### config.mk
export PLATFORM = sky130hd
export DESIGN_NAME = hand_accumulator
export DESIGN_NICKNAME = d
export VERILOG_FILES = /design/src/rtl/hand_accumulator.sv
export SDC_FILE = /design/constraint.sdc
export NUM_CORES = 1
export LEC_CHECK = 0
export CORE_AREA = 10 10 56 58
export CTS_BUF_LIST = sky130_fd_sc_hd__clkbuf_4 sky130_fd_sc_hd__clkbuf_8
export DETAILED_ROUTE_END_ITERATION = 10
export DIE_AREA = 0 0 66 68
export PLACE_DENSITY = 0.76
export SLEW_MARGIN = 20
export SYNTH_ARGS = -nofsm -noshare
export SYNTH_HDL_FRONTEND = slang
export SYNTH_SLANG_ARGS = --single-unit
### constraint.sdc
create_clock -name slow_clock -period 2.3 [get_ports slow_clock]
set_input_delay 0.345 -clock slow_clock [delete_from_list [all_inputs] [get_ports slow_clock]]
set_output_delay 0.345 -clock slow_clock [all_outputs]
set_load 0.05 [all_outputs]
### src/rtl/hand_accumulator.sv
// hand_accumulator
//   Keeps the running score of one baccarat hand (player or banker). Cards
//   arrive one per valid/ready handshake; the block tracks the score modulo
//   MODULUS, the number of legal cards taken, the natural flag and the point
//   value of the last card. Two instances sit beside the dealer FSM.
//
// Ports
//   slow_clock  in   sole clock, rising edge
//   resetb      in   asynchronous active-low reset
//   clear       in   synchronous start-of-hand clear, wins over card_valid
//   card_valid  in   card offered this cycle
//   card        in   [3:0] card code: 1=A, 2..10 pip, 11..13 J/Q/K; others illegal
//   card_ready  out  block can take a card this cycle
//   total       out  [TOT_W-1:0] hand score modulo MODULUS
//   card_count  out  [CNT_W-1:0] legal cards accepted
//   hand_full   out  card_count == MAX_CARDS
//   natural     out  second card brought total to NATURAL_MIN or more
//   last_value  out  [3:0] point value of the last accepted card
//   card_err    out  one-cycle pulse after an illegal code is consumed
`timescale 1ns/1ps
module hand_accumulator #(
    parameter int MAX_CARDS   = 3,
    parameter int MODULUS     = 10,
    parameter int NATURAL_MIN = 8,
    localparam int CNT_W      = $clog2(MAX_CARDS + 1),
    localparam int TOT_W      = 4
) (
    input  logic             slow_clock,
    input  logic             resetb,
    input  logic             clear,
    input  logic             card_valid,
    input  logic [3:0]       card,
    output logic             card_ready,
    output logic [TOT_W-1:0] total,
    output logic [CNT_W-1:0] card_count,
    output logic             hand_full,
    output logic             natural,
    output logic [3:0]       last_value,
    output logic             card_err
);

    localparam logic [CNT_W-1:0] MAX_C = CNT_W'(MAX_CARDS);
    localparam logic [4:0]       MOD_5 = 5'(MODULUS);
    localparam logic [TOT_W-1:0] NAT_T = TOT_W'(NATURAL_MIN);

    typedef enum logic [1:0] {
        EMPTY   = 2'd0,
        DEALING = 2'd1,
        FULL    = 2'd2
    } state_t;

    state_t state;

    // Codes 10..13 score zero; codes 0 and 14..15 never reach the score.
    function automatic logic [3:0] point_value(input logic [3:0] code);
        return (code >= 4'd1 && code <= 4'd9) ? code : 4'd0;
    endfunction

    function automatic logic is_legal(input logic [3:0] code);
        return (code >= 4'd1) && (code <= 4'd13);
    endfunction

    // Inputs never exceed MODULUS-1 + 9, so one conditional subtract wraps.
    function automatic logic [TOT_W-1:0] mod_add(input logic [TOT_W-1:0] a,
                                                 input logic [3:0] b);
        logic [4:0] sum;
        sum = {1'b0, a} + {1'b0, b};
        return (sum >= MOD_5) ? TOT_W'(sum - MOD_5) : TOT_W'(sum);
    endfunction

    logic             accept;
    logic             legal;
    logic [3:0]       value;
    logic [TOT_W-1:0] tot_next;
    logic [CNT_W-1:0] cnt_next;

    assign hand_full  = (card_count == MAX_C);
    assign card_ready = !hand_full && !clear;
    assign accept     = card_valid && card_ready;
    assign legal      = is_legal(card);
    assign value      = point_value(card);
    assign tot_next   = mod_add(total, value);
    assign cnt_next   = card_count + CNT_W'(1);

    always_ff @(posedge slow_clock or negedge resetb) begin
        if (!resetb) begin
            state      <= EMPTY;
            total      <= '0;
            card_count <= '0;
            natural    <= 1'b0;
            last_value <= 4'd0;
            card_err   <= 1'b0;
        end else if (clear) begin
            state      <= EMPTY;
            total      <= '0;
            card_count <= '0;
            natural    <= 1'b0;
            last_value <= 4'd0;
            card_err   <= 1'b0;
        end else begin
            card_err <= 1'b0;
            case (state)
                EMPTY, DEALING: begin
                    if (accept) begin
                        if (!legal) begin
                            card_err <= 1'b1;
                        end else begin
                            total      <= tot_next;
                            card_count <= cnt_next;
                            last_value <= value;
                            // Only the second legal card can raise natural.
                            if (card_count == CNT_W'(1) && tot_next >= NAT_T)
                                natural <= 1'b1;
                            state <= (cnt_next == MAX_C) ? FULL : DEALING;
                        end
                    end
                end
                FULL: state <= FULL;
                default: state <= EMPTY;
            endcase
        end
    end

endmodule

==> reports/metrics.cfg <==
[route]
first_pass_iters = 5
drc = 0
vias = 858
met2_wirelength_um = 1210
post_drt_wl_per_cell_um = 15.8
drt-initial-drc-count = 30
top_layer_used = met4
drt-total-wl_um = 2490
wl_met3_um = 160
postRouteAntennaNets = 0
wl_met1_um = 1030
via_per_inst = 5.43

[cells_and_area]
final_core_util_pct = 64.5
multiInputGateArea_um2 = 549
final_layout_size_suffix_gt1_share_pct = 33.8
n_antenna_cell = 0
syn2layout_area_growth_pct = 52.4
fill_cells = 157
nets = 148
ff_latch_area_um2 = 353

[synth]
synth.distinct_cells = 31
netlist.area_leader.share_pct = 39.3
yosys.area_share.xor_xnor_pct = 1.97
synthSimpleGateAreaFrac_pct = 16.3
synth_top_family_by_area = compound AO/OA/AOI/OAI gates
synth-compound-area-share_pct = 22.2
synth_fa_ha_area_share_pct = 13.5
yosysSeqAreaShare_pct = 39.3
netlist_instances = 89
synth_fp_nets = 106
synth.area.top_cells = dfrtp_1 39%, ha_1 11%, a22o_1 6.9%
ys_seq_elements = 14
yosysWarnings = 0
synthMuxAreaShare_pct = 1.12
syn_area_per_cell_um2 = 10.0
netlist_area_um2 = 891
yosys.area.top_type = dfrtp_1

[floorplanning]
die-area_um2 = 4490
top_level_ports = 22
die_w_um = 66
row_count = 17
core_um2 = 2110
die_h_um = 68
initial_utilization_pct = 42.3

[placement]
dpl_worst_slack_ps = -586
io_buffers = 21
routabilityCongestion = 0.827
hpwlAfterDp_um = 1770

[sta]
final_max_slew_viol_count = 0
rsz0062_at_grt = false
finalHoldViolations = 0
fin_ws_ps = 144
fin_crit_ps = 2160
max_clock_freq_ghz = 0.464
finalCritPeriodShare_pct = 93.7
finalSetupViolCount = 0
tns_ps = 0
worst_pin_slew_ps = 653
finClkSkew_ps = 2.41
maxSlewHeadroom_pct = 56.3

[grt]
grt_first_pass_wirelength_um = 4060
overflow = 0
grt_max_degree = 15
grt_antenna_before_repair = 0
grt_pass1_vias = 870
grt_use_total_pct = 11.5

[clock_network]
clockRootBuffer = clkbuf_4
cts_buffers = 3
cts_tree = done
cts.sinks = 14
clk_latency_ps = 290
clock_path_buffers = 2
clk_pin_slew_ps = 90
htreeDepth = 1

[worst_setup_path]
critPathTopFamily = compound AO/OA/AOI/OAI gates
regToRegSetupSlack_ps = 160
crit_type = input port to flop
rr_startpoint = total[0]$_DFFE_PN0P_
critPathMaxFanout = 2
cp.buffers_inverters = 2
reg2reg_to = total[2]$_DFFE_PN0P_
reg2regPathDepth = 9
crit_path_end_kind = flop
cpPeakStageDelay_ps = 390
cp.arrival_ps = 2390
start_kind = input port
cp.required_ps = 2530
crit_path_cell_trace = clkbuf_2 > o21ai_1 > and2_4 > ha_4 > inv_2 > fa_2 > nor2b_2 > nor2_1 > a41oi_1 > a21o_1 > mux2i_1 > a22o_1
slowest_stage = fa_2

[worst_hold_path]
hp-class = input port to asynchronous set/reset pin

[power]
vdd_drop_max_v = 0.000454
power.density_nw_per_um2 = 682
p_leak_nw = 0.612

[status]
status = completed

[flow_run]
cap_viol_max_count = 0

-- Yosys cell counts --
master     n
a21o_1     2
a311oi_2   1
o21ai_0    5
nor2_1     6
inv_1      8
nor4_2     1
mux2i_1    1
nor3_1     2
o31ai_2    1
a21oi_2    1
a22o_1     7
nor4_1     1
nand2b_1   2
a21oi_1    2
buf_2      1
nand3b_1   1
o211ai_1   1
dfrtp_1   14
nor2b_1    1
xor2_1     2
a31oi_1    3
and2_1     2
fa_1       1
nor3b_1    2
and2b_2    2
buf_6      1
clkbuf_1   1
ha_1       8
nand2_1    6
a41oi_1    1
a211oi_1   2
-- metrics by stage --
stage / power [mW] / hold slack [ps] / area, um^2 / cells
after floorplan: 0.516 / 49.4 / 898 / 89
after global placement: 0.647 / 467 / 1240 / 149
after detailed placement: 0.656 / 465 / 1240 / 149
after CTS: 0.876 / 470 / 1330 / 155
after global routing: 0.984 / 489 / 1360 / 158
final: 0.926 / 446 / 1360 / 158
-- power by group --
part	internal [mW]	switching, mW	leakage [nW]
Combinational	0.213	0.239	0.404
Sequential	0.268	0.0211	0.187
Clock	0.0966	0.0885	0.0210
Total	0.578	0.348	0.612
-- layout by cell type (no fill, tap or decap), drive strengths merged, types with 2 or more instances in the layout --
| cell type | count |
|---|---|
| buf | 20 |
| clkdlybuf4s50 | 16 |
| dfrtp | 14 |
| inv | 8 |
| ha | 8 |
| a22o | 7 |
| clkbuf | 7 |
| nor2 | 6 |
| nand2 | 6 |
| o21ai | 5 |
| a31oi | 3 |
| a21oi | 3 |
| and2b | 2 |
| nor3b | 2 |
| nand2b | 2 |
| a21o | 2 |
| nor3 | 2 |
| a211oi | 2 |
| xor2 | 2 |
| and2 | 2 |
| nor4 | 2 |
-- worst max path at each step --
stage                        from              endpoint  cells after the start  slack, ps
after CTS                 card[1]  total[1]$_DFFE_PN0P_                     12        0.4
after detailed placement  card[2]  total[1]$_DFFE_PN0P_                     12       -590
after floorplan           card[2]  total[2]$_DFFE_PN0P_                     11         20
final                     card[2]  total[2]$_DFFE_PN0P_                     12        140
after global routing      card[2]  total[2]$_DFFE_PN0P_                     12         50
after global placement    card[2]  total[2]$_DFFE_PN0P_                     12       -470
-- flip-flops by register name (all words and copies together), names as in the netlist --
register,count
card_count,2
card_err,1
natural,1
total,4
last_value,4
state,2
-- logic make-up (layout without fill, tap and decap cells) --
group                    count (synthesis)  after routing
AO/OA/AOI/OAI                           26             26
AND/OR/NAND/NOR                         26             26
flip-flops                              14             14
buffers and inverters                   11             52
adder cells (fa/ha/maj)                  9              9
XOR/XNOR                                 2              2
multiplexers                             1              1
-- routing by layer --
layer,GRT usage (%),vias to the layer above
met2,19.3,34
met3,2.45,9
li1,-,404
met4,8.12,0
met5,0,-
met1,12.8,411
-- layout make-up --
type,count,area share (%)
clock buffer,4,2.67
inverter,8,2.21
multi-input combinational,64,40.5
sequential,14,26.0
tap,28,2.58
timing repair buffer,40,26.1
-- what timing repair did --
item                                    in CTS  in global routing
pin swaps                                    6                  7
gates resized for setup                     12                 11
hold buffers                                 0                  0
endpoints found under the setup margin       4                  4
buffers inserted                             2                  3
Power figures use the tool's default switching activity.
==> patch (config.mk and constraints unchanged) <==
Put one more register stage on the output `card_count`, cleared by the reset. The value now appears one clock later. The other outputs are not delayed to match.
--- a/src/rtl/hand_accumulator.sv
+++ b/src/rtl/hand_accumulator.sv
@@ -51,2 +51,4 @@
 
+    logic [CNT_W-1:0] card_count_s0;
+
     state_t state;
@@ -76,3 +78,3 @@
 
-    assign hand_full  = (card_count == MAX_C);
+    assign hand_full  = (card_count_s0 == MAX_C);
     assign card_ready = !hand_full && !clear;
@@ -82,3 +84,3 @@
     assign tot_next   = mod_add(total, value);
-    assign cnt_next   = card_count + CNT_W'(1);
+    assign cnt_next   = card_count_s0 + CNT_W'(1);
 
@@ -88,3 +90,3 @@
             total      <= '0;
-            card_count <= '0;
+            card_count_s0 <= '0;
             natural    <= 1'b0;
@@ -95,3 +97,3 @@
             total      <= '0;
-            card_count <= '0;
+            card_count_s0 <= '0;
             natural    <= 1'b0;
@@ -108,6 +110,6 @@
                             total      <= tot_next;
-                            card_count <= cnt_next;
+                            card_count_s0 <= cnt_next;
                             last_value <= value;
                             // Only the second legal card can raise natural.
-                            if (card_count == CNT_W'(1) && tot_next >= NAT_T)
+                            if (card_count_s0 == CNT_W'(1) && tot_next >= NAT_T)
                                 natural <= 1'b1;
@@ -123,2 +125,10 @@
 
+    always_ff @(posedge slow_clock or negedge resetb) begin
+        if (!resetb) begin
+            card_count <= '0;
+        end else begin
+            card_count <= card_count_s0;
+        end
+    end
+
 endmodule
Check against the original RTL: not equivalent (Yosys sat finds a counterexample within 4 cycles, from zero or initial values and one cycle with resetb low).
==> patch against the unedited design <==
- utilization up 3.3 points
- setup slack worse by 35 ps
- total power down 5.0%
- routed wire length down 4.5%
- die area unchanged
- final area up 5.2%
- sequential cell count up 2
- synthesized area up 10%
==> patch: results (changes against the unedited design) <==
status completed; Antenna Cells 0 (unchanged); TritonCTS buffer count 3 (unchanged); skew final 13.37 ps (+10.96 ps); Leakage 0.6527 nW (+6.6%); Layout Nets 163 (+10%); CTS Root Cell clkbuf_4; GRT Overall Usage 0.1136 (-0.001573); Least-Margin Pin Slew 694.7 ps (+41.48 ps); Detailed Place HPWL 1785 µm (+0.88%); antenna violations before repair 0 (unchanged); wire per inst 13.74 µm (-13%); CP top delay family compound AO/OA/AOI/OAI gates; clk_lat worst skew 290 ps (about the same); Synth Net Count 122 (+15%); CP Data Arrival Time 2420 ps (+30 ps); share of the synthesized area in the top cell type 0.4082 (+0.01490); pin count of the biggest net entering global routing 17 (+2); crit path max-delay cell type a2111o_1; Reg clk slew, reported paths 100 ps; VDD IR max 0.3845 mV (-15%); IO buf count 21 (unchanged); DP Area 1346 µm² (+8.7%); drt first pass iters 4 (-1); Yosys cell types 34 (+9.7%); vias in the first global route 939 (+7.9%); Longest Clk Path Bufs 2 (unchanged); top flop regs last_value (4), total (4); Primary FF master, synth dfrtp_1; Min-Delay Path Class in2async; Max stage delay on crit path 410 ps (+20 ps); Ys Warns 0 (unchanged); largest cells by area after synthesis dfrtp_1, ha_1, nand3_1; first-pass GRT wire length 4057 µm (-0.17%); leading cell types by count after synthesis dfrtp_1, nand2_1, nand3_1; Seq/Total Area, Yosys 0.4082 (+0.01490); DR vias 912 (+6.3%); layout cell share with drive strength beyond 1 0.3034 (-0.03501); H-tree depth 1 (unchanged); GPL Wtd Cong 0.9184 (+11%); CP Max Fanout 3 (+1); FFs w/ async S/R, synth 1.000 (unchanged); Starting DRT DRC Count 42 (+40%)
-- patch: cell count changes in the layout (fill, tap and decap cells not counted), moves of 3 or more --
cell,unedited run,this run
clkbuf_2,3,0
buf_2,0,3
nand2_1,6,11
a22o_1,7,0
nand3_1,0,10
nor2_1,6,9
-- patch: power breakdown --
| group | internal [mW] | leakage [nW] | switching, mW |
|---|---|---|---|
| registers | 0.306 | 0.214 | 0.0206 |
| clock network | 0.0792 | 0.0184 | 0.0889 |
| logic | 0.171 | 0.420 | 0.214 |
| total | 0.557 | 0.653 | 0.323 |
-- patch: logic make-up (layout without fill, tap and decap cells) --
| group | after synthesis | after routing | synth area share |
|---|---|---|---|
| flops | 16 | 16 | 0.4082 |
| mux | 1 | 1 | 0.01148 |
| simple gates | 52 | 52 | 0.2883 |
| buf+inv | 9 | 49 | 0.04336 |
| fa+ha+maj | 9 | 9 | 0.1225 |
| xor+xnor | 2 | 2 | 0.01786 |
| compound gates | 16 | 16 | 0.1084 |
-- patch: area by class of cell --
| cell class | count | area (µm²) |
|---|---|---|
| multi-input cells | 80 | 610.6 |
| flip-flops and latches | 16 | 402.9 |
| well taps | 28 | 35.03 |
| repair buffers | 39 | 326.6 |
| clock buffers | 4 | 30.03 |
| fillers | 176 | 678.2 |
| inverters | 6 | 22.52 |
-- patch: repair_timing --
item	CTS	global route
pin swaps	9	6
setup endpoints to repair	4	4
gates resized for setup	21	4
gates cloned	0	0
setup buffers	2	0
-- patch: path summary, 6_finish.rpt --
check | slack, ps | from | depth (start not counted) | endpoint
worst max-delay path | 110 | card[2] | 12 | total[1]$_DFFE_PN0P_
worst min-delay path | 460 | resetb | 1 | total[0]$_DFFE_PN0P_
worst max register to register | 120 | total[0]$_DFFE_PN0P_ | 9 | total[1]$_DFFE_PN0P_
worst min register to register | 470 | card_count_s0[1]$_DFFE_PN0P_ | 0 | card_count[1]$_DFF_PN0_
max in group asynchronous | 1360 | resetb | 1 | total[1]$_DFFE_PN0P_
min in group slow_clock | 470 | card_count_s0[1]$_DFFE_PN0P_ | 0 | card_count[1]$_DFF_PN0_
-- patch: layer usage --
layer | wire length [µm] | global-route usage | vias up
met4 | 31 | 0.03141 | 0
met5 | 0 | 0 | -
met3 | 163 | 0.03589 | 5
li1 | - | - | 454
met1 | 957 | 0.1240 | 428
met2 | 1225 | 0.2077 | 25
-- patch: stage by stage --
stage / setup TNS [ps] / power [mW] / hold slack (ps) / setup slack, ps / instances
after floorplan: -193.3 / 0.5458 / 49.41 / -98.37 / 105
after global placement: -2123 / 0.6748 / 441.2 / -574.4 / 167
after detailed placement: -2443 / 0.6796 / 439.4 / -668.9 / 167
after CTS: 0 / 0.8830 / 465.6 / 6.976 / 173
after global routing: 0 / 0.9344 / 490.8 / 22.80 / 173
final: 0 / 0.8800 / 461.4 / 109.1 / 173
